### src/rtl/div_pkg.sv
// Shared definitions for the sequential 16x8 restoring divider: default widths
// and the controller state encoding shown on the board display.
package div_pkg;

  localparam int DEF_WIDTH_N = 16;
  localparam int DEF_WIDTH_D = 8;

  typedef enum logic [2:0] {
    ST_IDLE = 3'd0,
    ST_CALC = 3'd1,
    ST_DONE = 3'd2,
    ST_ERR  = 3'd3
  } state_t;

endpackage

### src/rtl/divider16x8_seq_if.sv
// Request/result bundle of the divider. The master issues start with operands;
// the slave (divider) returns status, result and display signals.
interface divider16x8_seq_if #(
  parameter int WIDTH_N = 16,
  parameter int WIDTH_D = 8
);
  // Handshake: start is a level request sampled on each rising clk edge while the
  // divider is in IDLE, DONE or ERR; dividend/divisor must be valid in that same
  // cycle. done_flag high means quotient/remainder are valid and stay stable until
  // the next accepted start. busy high means start is ignored.
  logic               start;
  logic [WIDTH_N-1:0] dividend;
  logic [WIDTH_D-1:0] divisor;
  logic               busy;
  logic               done_flag;
  logic               div_by_zero;
  logic [WIDTH_N-1:0] quotient;
  logic [WIDTH_D-1:0] remainder;
  logic [2:0]         state_out;
  logic [6:0]         seven_segment;

  modport master (
    output start, dividend, divisor,
    input  busy, done_flag, div_by_zero, quotient, remainder, state_out, seven_segment
  );

  modport slave (
    input  start, dividend, divisor,
    output busy, done_flag, div_by_zero, quotient, remainder, state_out, seven_segment
  );
endinterface

### src/rtl/div_step.sv
// One combinational restoring-division step: shift the next dividend bit into
// the partial remainder and subtract the divisor when it fits.
module div_step #(
  parameter int WIDTH_N = 16,
  parameter int WIDTH_D = 8
) (
  input  logic [WIDTH_D:0]   i_r,
  input  logic [WIDTH_N-1:0] i_q,
  input  logic [WIDTH_D-1:0] i_d,
  output logic [WIDTH_D:0]   o_r,
  output logic [WIDTH_N-1:0] o_q
);
  logic [WIDTH_D:0] w_rs;
  logic [WIDTH_D:0] w_sub;
  logic             w_ge;
  logic             w_unused_r_msb;

  // The restored remainder is always below the divisor, so its top bit is zero.
  assign w_unused_r_msb = i_r[WIDTH_D];

  assign w_rs  = {i_r[WIDTH_D-1:0], i_q[WIDTH_N-1]};
  assign w_ge  = (w_rs >= {1'b0, i_d});
  assign w_sub = w_rs - {1'b0, i_d};
  assign o_r   = w_ge ? w_sub : w_rs;
  assign o_q   = {i_q[WIDTH_N-2:0], w_ge};
endmodule

### src/rtl/seg.sv
// Seven-segment decoder (segments gfedcba, active high) for a 3-bit value.
module seg (
  input  logic [2:0] i_val,
  output logic [6:0] o_seg
);
  always_comb begin
    o_seg = 7'h00;
    case (i_val)
      3'd0:    o_seg = 7'h3F;
      3'd1:    o_seg = 7'h06;
      3'd2:    o_seg = 7'h5B;
      3'd3:    o_seg = 7'h4F;
      3'd4:    o_seg = 7'h66;
      3'd5:    o_seg = 7'h6D;
      3'd6:    o_seg = 7'h7D;
      default: o_seg = 7'h07;
    endcase
  end
endmodule

### src/rtl/divider16x8_seq.sv
// Sequential unsigned 16/8 restoring divider, one quotient bit per clock,
// with a start/done controller whose state is exported for the display.
module divider16x8_seq
  import div_pkg::*;
#(
  parameter int WIDTH_N = DEF_WIDTH_N,
  parameter int WIDTH_D = DEF_WIDTH_D
) (
  input logic             clk,
  input logic             reset_n,
  divider16x8_seq_if.slave bus
);
  localparam int CNT_W = $clog2(WIDTH_N) + 1;
  localparam logic [CNT_W-1:0] LAST_STEP = CNT_W'(WIDTH_N - 1);

  state_t             r_state;
  state_t             w_next_state;
  logic [WIDTH_N-1:0] r_q;
  logic [WIDTH_N-1:0] r_quotient;
  logic [WIDTH_N-1:0] w_q_next;
  logic [WIDTH_D:0]   r_r;
  logic [WIDTH_D:0]   w_r_next;
  logic [WIDTH_D-1:0] r_d;
  logic [WIDTH_D-1:0] r_remainder;
  logic [CNT_W-1:0]   r_cnt;
  logic               w_zero_div;
  logic               w_last;
  logic               w_busy;
  logic               w_done;
  logic               w_dbz;
  logic [2:0]         w_state_out;
  logic [6:0]         w_seg;

  assign w_zero_div = (bus.divisor == '0);
  assign w_last     = (r_cnt == LAST_STEP);

  div_step #(.WIDTH_N(WIDTH_N), .WIDTH_D(WIDTH_D)) u_step (
    .i_r (r_r),
    .i_q (r_q),
    .i_d (r_d),
    .o_r (w_r_next),
    .o_q (w_q_next)
  );

  always_ff @(posedge clk) begin
    if (!reset_n) r_state <= ST_IDLE;
    else          r_state <= w_next_state;
  end

  // Every non-CALC state accepts start, which also recovers unused encodings.
  always_comb begin
    w_next_state = r_state;
    case (r_state)
      ST_CALC: if (w_last) w_next_state = ST_DONE;
      default: if (bus.start) w_next_state = w_zero_div ? ST_ERR : ST_CALC;
    endcase
  end

  always_comb begin
    w_busy      = 1'b0;
    w_done      = 1'b0;
    w_dbz       = 1'b0;
    w_state_out = r_state;
    case (r_state)
      ST_CALC: w_busy = 1'b1;
      ST_DONE: w_done = 1'b1;
      ST_ERR: begin
        w_done = 1'b1;
        w_dbz  = 1'b1;
      end
      default: ;
    endcase
  end

  // Result registers change only on entry to DONE or ERR; the working
  // registers are free to churn underneath while CALC runs.
  always_ff @(posedge clk) begin
    if (!reset_n) begin
      r_q         <= '0;
      r_r         <= '0;
      r_d         <= '0;
      r_cnt       <= '0;
      r_quotient  <= '0;
      r_remainder <= '0;
    end else if (r_state == ST_CALC) begin
      r_q   <= w_q_next;
      r_r   <= w_r_next;
      r_cnt <= r_cnt + CNT_W'(1);
      if (w_last) begin
        r_quotient  <= w_q_next;
        r_remainder <= w_r_next[WIDTH_D-1:0];
      end
    end else if (bus.start) begin
      if (w_zero_div) begin
        r_quotient  <= '1;
        r_remainder <= '0;
      end else begin
        r_q   <= bus.dividend;
        r_r   <= '0;
        r_d   <= bus.divisor;
        r_cnt <= '0;
      end
    end
  end

  seg u_seg (
    .i_val (w_state_out),
    .o_seg (w_seg)
  );

  assign bus.busy          = w_busy;
  assign bus.done_flag     = w_done;
  assign bus.div_by_zero   = w_dbz;
  assign bus.quotient      = r_quotient;
  assign bus.remainder     = r_remainder;
  assign bus.state_out     = w_state_out;
  assign bus.seven_segment = w_seg;
endmodule

### src/flat_wrapper.sv
// flat-port wrapper written by rule: the top's interface ports become plain ports
module divider16x8_seq_flat import div_pkg::*;
#(
  parameter int WIDTH_N = DEF_WIDTH_N,
  parameter int WIDTH_D = DEF_WIDTH_D
)
  (clk, reset_n, bus_start, bus_dividend, bus_divisor, bus_busy, bus_done_flag, bus_div_by_zero, bus_quotient, bus_remainder, bus_state_out, bus_seven_segment);
  divider16x8_seq_if #(.WIDTH_N(WIDTH_N), .WIDTH_D(WIDTH_D)) bus_i ();
  input logic clk;
  input logic reset_n;
  input wire logic [$bits(bus_i.start)-1:0] bus_start;
  input wire logic [$bits(bus_i.dividend)-1:0] bus_dividend;
  input wire logic [$bits(bus_i.divisor)-1:0] bus_divisor;
  output wire logic [$bits(bus_i.busy)-1:0] bus_busy;
  output wire logic [$bits(bus_i.done_flag)-1:0] bus_done_flag;
  output wire logic [$bits(bus_i.div_by_zero)-1:0] bus_div_by_zero;
  output wire logic [$bits(bus_i.quotient)-1:0] bus_quotient;
  output wire logic [$bits(bus_i.remainder)-1:0] bus_remainder;
  output wire logic [$bits(bus_i.state_out)-1:0] bus_state_out;
  output wire logic [$bits(bus_i.seven_segment)-1:0] bus_seven_segment;
  assign bus_i.start = bus_start;
  assign bus_i.dividend = bus_dividend;
  assign bus_i.divisor = bus_divisor;
  assign bus_busy = bus_i.busy;
  assign bus_done_flag = bus_i.done_flag;
  assign bus_div_by_zero = bus_i.div_by_zero;
  assign bus_quotient = bus_i.quotient;
  assign bus_remainder = bus_i.remainder;
  assign bus_state_out = bus_i.state_out;
  assign bus_seven_segment = bus_i.seven_segment;
  divider16x8_seq #(.WIDTH_N(WIDTH_N), .WIDTH_D(WIDTH_D)) u_core (.clk(clk), .reset_n(reset_n), .bus(bus_i));
endmodule
### config.mk
export PLATFORM = sky130hd
export DESIGN_NAME = divider16x8_seq_flat
export DESIGN_NICKNAME = d
export VERILOG_FILES = /design/src/rtl/div_pkg.sv /design/src/rtl/divider16x8_seq_if.sv /design/src/rtl/div_step.sv /design/src/rtl/seg.sv /design/src/rtl/divider16x8_seq.sv /design/src/flat_wrapper.sv
export SDC_FILE = /design/constraint.sdc
export NUM_CORES = 1
export LEC_CHECK = 0
export CELL_PAD_IN_SITES_DETAIL_PLACEMENT = 0
export CELL_PAD_IN_SITES_GLOBAL_PLACEMENT = 1
export CORE_MARGIN = 3
export CORE_UTILIZATION = 30
export DETAILED_ROUTE_END_ITERATION = 12
export PLACE_DENSITY = 0.66
export SYNTH_ARGS = -nofsm -noshare
export SYNTH_HDL_FRONTEND = slang
export SYNTH_HIERARCHICAL = 1
export SYNTH_SLANG_ARGS = --single-unit
### constraint.sdc
create_clock -name clk -period 5.65 [get_ports clk]
set_input_delay 1.13 -clock clk [delete_from_list [all_inputs] [get_ports clk]]
set_output_delay 1.13 -clock clk [all_outputs]
set_load 0.005 [all_outputs]
Word-level counts from Yosys, hierarchy flattened

Cells that the tools add are included.

Bits of input ports: 27
Logic and storage cells: 56
Bits in registers: 64
Output and inout bits: 37

Reduce and logical (&&, ||, !) cells: 9
Multiplexer cells: 26
Add/sub/neg operators: 2
Equal/unequal tests: 9
Order comparisons: 1
Bitwise operators: 2

Operators with widths:

| cell                                                                     | count |
|---|---|
| 16-bit 2-to-1 mux                                                        | 7 |
| 8-bit 2-to-1 mux                                                         | 8 |
| 7-bit one-hot mux with 7 select lines                                    | 1 |
| 5-bit 2-to-1 mux                                                         | 3 |
| 3-bit equality test (second input constant)                              | 3 |
| 9-bit by 8-bit greater-or-equal comparator with 1-bit output             | 1 |
| 3-bit 2-to-1 mux                                                         | 3 |
| 8-bit zero test                                                          | 1 |
| 8-bit subtractor                                                         | 1 |
| 3-bit by 2-bit equality test with 1-bit output (second input constant)   | 2 |
| 3-bit AND reduction                                                      | 2 |
| 5-bit by 1-bit adder with 5-bit output (second input constant)           | 1 |
| 5-bit by 4-bit equality test with 1-bit output (second input constant)   | 1 |
| 2-bit AND reduction                                                      | 2 |
| 2-bit nonzero test                                                       | 2 |
| 3-bit by 1-bit equality test with 1-bit output (second input constant)   | 1 |
| 3-bit zero test                                                          | 1 |
| 1-bit 2-to-1 mux                                                         | 3 |
| 2-bit 2-to-1 mux                                                         | 1 |
| 2-bit by 1-bit inequality test with 1-bit output (second input constant) | 1 |
| 2-bit inequality test (second input constant)                            | 1 |
| 1-bit NOT                                                                | 2 |
| 2-bit OR reduction                                                       | 1 |

Longest topological paths before layout

Depth in word-level cells: 4
Gate-level depth with buffers: 10
Gate-level depth less buffers: 10

By module

The synthesis kept the hierarchy.

Modules (own cells, without submodules):

| module          | seq. area each (um2) | area each (um2) | times used | cells each |
|---|---|---|---|---|
| divider16x8_seq | 1,281.2              | 2,578.7         | 1          | 282 |
| div_step        | 0.0                  | 666.9           | 1          | 92 |
| seg             | 0.0                  | 91.3            | 1          | 15 |

Least setup slack after synthesis

No wires, ideal clock.

Path kind: register to register
Start: register u_core.r_d[4]
End: register u_core.r_remainder[3], in the netlist u_core/bus.remainder[3]
Arrival time: 2.220 ns
Setup time: 0.128 ns
Period minus slack after synthesis: 2.347 ns
Path buffers: 1
Required time: 5.522 ns
Stages on the path, launching flop included: 11
Path slack: 3.303 ns
Path through: dfxtp_1 > inv_1 > ha_1 > a21o_1 > o21bai_1 > a211o_1 > or2_1 > buf_6 > mux2_4 > a22oi_1 > nor2_1

Word-level cells in the longest chain between the ends: 4

Ends and longest elaborated chain:

| element                                                      | RTL line               | text |
|---|---|---|
| from (decl)                                                  | divider16x8_seq.sv:23  | `logic [WIDTH_D-1:0] r_d;` |
| from (signal assigned)                                       | divider16x8_seq.sv:100 | `r_d <= bus.divisor;` |
| 9-bit by 8-bit greater-or-equal comparator with 1-bit output | div_step.sv:22         | `assign w_ge = (w_rs >= {1'b0, i_d});` |
| via u_core.u_step.w_ge                                       | div_step.sv:15         | `logic w_ge;` |
| 8-bit 2-to-1 mux                                             | div_step.sv:24         | `assign o_r = w_ge ? w_sub : w_rs;` |
| via u_core.w_r_next[3]                                       | divider16x8_seq.sv:22  | `logic [WIDTH_D:0] w_r_next;` |
| 8-bit 2-to-1 mux                                             | divider16x8_seq.sv:89  | `if (w_last) begin` |
| 8-bit 2-to-1 mux                                             | divider16x8_seq.sv:85  | `end else if (r_state == ST_CALC) begin` |
| to (signal assigned)                                         | divider16x8_seq.sv:91  | `r_remainder <= w_r_next[WIDTH_D-1:0];` |
| to (decl)                                                    | divider16x8_seq.sv:24  | `logic [WIDTH_D-1:0] r_remainder;` |

The timed path passes the listed nets, and every way through them passes these cells. The select of a mux whose other input is x is not followed.
A chain may end at the register's enable or synchronous reset.

Final worst setup path

Start: register u_core.r_state[1], in the netlist u_core/bus.state_out[1]
End: output bus_busy

Word-level cells in the longest chain between the ends: 2

Ends and longest elaborated chain:

| element                                        | RTL line              | text |
|---|---|---|
| from (decl)                                    | divider16x8_seq.sv:16 | `state_t r_state;` |
| from (signal assigned)                         | divider16x8_seq.sv:47 | `else r_state <= w_next_state;` |
| 3-bit by 1-bit equality test with 1-bit output | divider16x8_seq.sv:64 | `case (r_state)` |
| 1-bit 2-to-1 mux                               | divider16x8_seq.sv:64 |  |
| to (decl)                                      | flat_wrapper.sv:14    | `output wire logic [$bits(bus_i.busy)-1:0] bus_busy;` |

Every way passes these cells.

==> metrics.md <==
| Metric | Value |
|---|---|
| Status | `completed` |
| Dpl hpwl | `around 5600 um` |
| CTS tree | `done` |
| Period minus WS final | `between 3000 and 4000 ps` |
| Die width | `approximately 110 um` |
| Worst-path fanout max | `52` |
| Initial Utilization | `a little under a third` |
| Number of buffers added on ports | `61` |
| Chip height | `around 110 um` |
| Hold_buf cts | `0` |
| Power Density | `roughly 390 mW/mm2` |
| Clk pwr share | `between 20 and 25%` |
| Hold Path Class | `reg -> reg` |
| Clock-pin slew on the worst setup and hold paths | `80 ps` |
| Final Skew | `12.9 ps` |
| Yosys Warn Count | `6` |
| Kind of critical path | `reg -> out` |
| Clk root buf | `clkbuf_8` |
| Post-Syn Instances | `approximately 380` |
| Vias per cell | `about 5` |
| Crit path capture type | `output pin` |
| Clk Latency, worst-skew pair | `340 ps` |
| Final cycle utilization of the critical path | `between 60% and 70%` |
| RSZ-0062 raised after global routing | `false` |
| WL/cell | `between 15 and 20 um` |
| Detailed Routing Iterations Pass 1 | `5` |
| Placed Area | `roughly 0.0038 mm2` |
| Mapped Area | `between 0.003 and 0.004 mm2` |
| # DRC | `0` |
| Startpoint types | `register` |
| GRT overflow | `0` |
| Share of cells above drive strength 1 | `approximately 10%` |
| H-Tree Depth | `3` |
| Setup TNS | `0 ps` |
| First-pass GRT wire length | `between 10000 and 15000 um` |
| Cts bufs inserted | `9` |
| Fmax | `about 270 MHz` |
| Placer Congestion | `between 0.7 and 0.8` |
| Post-Syn Area per Cell | `8.62 um2` |
| Core area | `between 0.01 and 0.015 mm2` |
| Sw frac | `a little under two fifths` |
| Critical Path RT | `4520 ps` |
| Slew HR | `15.4%` |
| Sequential power share | `around a third` |
| Power Internal | `approximately 0.97 mW` |
| # rows | `37` |
| Reg-to-reg slack, setup | `~3000 ps` |
| ANT nets after route | `0` |
| PostCTS Resize Cnt | `0` |
| Ant. Diodes | `0` |
| Crit. Startpoint | `u_core/bus.state_out[1]$_SDFFE_PN0P_` |
| Num ports | `64` |
| First DRT Iteration DRCs | `187` |
| Logic pwr share | `42.3%` |
| Largest net degree at the start of global routing | `53` |
| Slew Limit Fails | `0` |
| Vias in the first global route | `2645` |
| Full die area | `between 0.01 and 0.015 mm2` |
| Clock sinks | `63` |
| Worst r2r dst | `u_core/bus.remainder[4]$_SDFFE_PN0P_` |
| CTS Buffer Depth | `2` |
| CP arrival | `2510 ps` |
| Max IR drop VDD | `between 150 and 200 uV` |
| Reg2Reg Depth | `9` |
| Max Cap Viol | `0` |
| P_leak | `between 1 and 1.5 nW` |
| Final instance area | `about 0.0040 mm2` |
| Psw | `between 0.5 and 0.6 mW` |
| GRT Total Usage | `between 10% and 20%` |
| Detailed Route WL | `approximately 8200 um` |
| Final hold vios | `0` |
| Initial antenna violation count | `0` |
| Setup-failing EPs final | `0` |
| Area grow syn2layout | `21.6%` |
| Postcts setup bufs | `0` |
| Worst Tran Pin Value | `1270 ps` |
| RR Startpoint | `u_core/r_d[4]$_SDFFE_PN0P_` |
| NumNets Final | `~450` |
| Worst Setup EP | `bus_busy` |
| Vias | `2801` |
| Fillers | `approximately 1100` |
[final cells by class]
type | instances | area, um2 | area share [%]
multi-input combinational | 252 | 1650 | 41.7
sequential | 63 | 1260 | 31.8
timing repair buffer | 63 | 626 | 15.8
tap | 136 | 170 | 4.30
clock buffer | 11 | 131 | 3.32
inverter | 17 | 63.8 | 1.61
clock inverter | 5 | 57.6 | 1.45
[registers in the layout, indices dropped and copies added, names as in the netlist]
register,cells
u_core/bus.quotient,16
u_core/r_q,16
u_core/bus.remainder,8
u_core/r_d,8
u_core/r_r,8
u_core/r_cnt,5
u_core/bus.state_out,2
[stage by stage]
stage,utilization (%),setup slack (ps),hold slack (ps),instances,total power [mW]
final,37.8,2010,461,547,1.56
after CTS,37.8,2000,459,547,1.57
after global routing,37.8,1810,491,547,1.68
after detailed placement,36.0,2290,445,531,1.18
after global placement,36.0,2370,443,531,1.17
after floorplan,-,3310,424,379,1.07
[metal layers]
layer / vias to the layer above / GRT usage [%] / wire length [um]
li1: 1405 / - / -
met1: 1329 / 20.8 / 4230
met2: 60 / 20.3 / 3540
met3: 7 / 2.45 / 332
met4: 0 / 5.19 / 120
met5: - / 0 / 0
[how the worst min path moves through the flow]
stage	startpoint	endpoint	slack [ps]	cells past startpoint
2_1_floorplan	u_core/r_cnt[3]$_SDFFE_PN0P_	u_core/r_cnt[3]$_SDFFE_PN0P_	420	1
3_3_place_gp	u_core/r_cnt[3]$_SDFFE_PN0P_	u_core/r_cnt[3]$_SDFFE_PN0P_	440	1
3_5_place_dp	u_core/r_cnt[3]$_SDFFE_PN0P_	u_core/r_cnt[3]$_SDFFE_PN0P_	450	1
4_1_cts	u_core/r_cnt[3]$_SDFFE_PN0P_	u_core/r_cnt[3]$_SDFFE_PN0P_	460	1
5_1_grt	u_core/r_d[3]$_SDFFE_PN0P_	u_core/r_d[3]$_SDFFE_PN0P_	490	2
6_report	u_core/r_d[6]$_SDFFE_PN0P_	u_core/r_d[6]$_SDFFE_PN0P_	460	2
[cells in the final DEF (no fill, tap or decap), types with 2 or more instances in the layout]
cell and instances:
a21oi_1 19, a22oi_1 8, a31oi_1 19, buf_4 2, clkbuf_1 2, clkbuf_8 9
clkdlybuf4s50_1 61, clkinv_2 2, conb_1 2, dfxtp_1 63, ha_1 11, inv_1 15
inv_2 2, mux2_4 3, nand2_1 43, nand2b_1 3, nand3_1 51, nor2_1 15
nor3_1 3, nor3b_1 2, nor4_2 2, o21a_1 2, o21ai_0 5, o21ai_1 8
o221a_1 10, o221a_2 6, or4_4 2, xnor2_1 3, xor2_1 2
[critical path, stage by stage (launching register included)]
cell,delay (ps)
dfxtp_1,560
nand2b_2,190
buf_4,470
inv_2,390
clkdlybuf4s50_1,540
[power groups by stage]
stage	combinational, mW	clock, mW	sequential [mW]
after global routing	0.738	0.417	0.522
final	0.659	0.385	0.516
after floorplan	0.561	0	0.511
after global placement	0.649	0	0.526
after detailed placement	0.654	0	0.525
after CTS	0.658	0.397	0.515
Note: power is estimated with default switching activity, not from simulation.
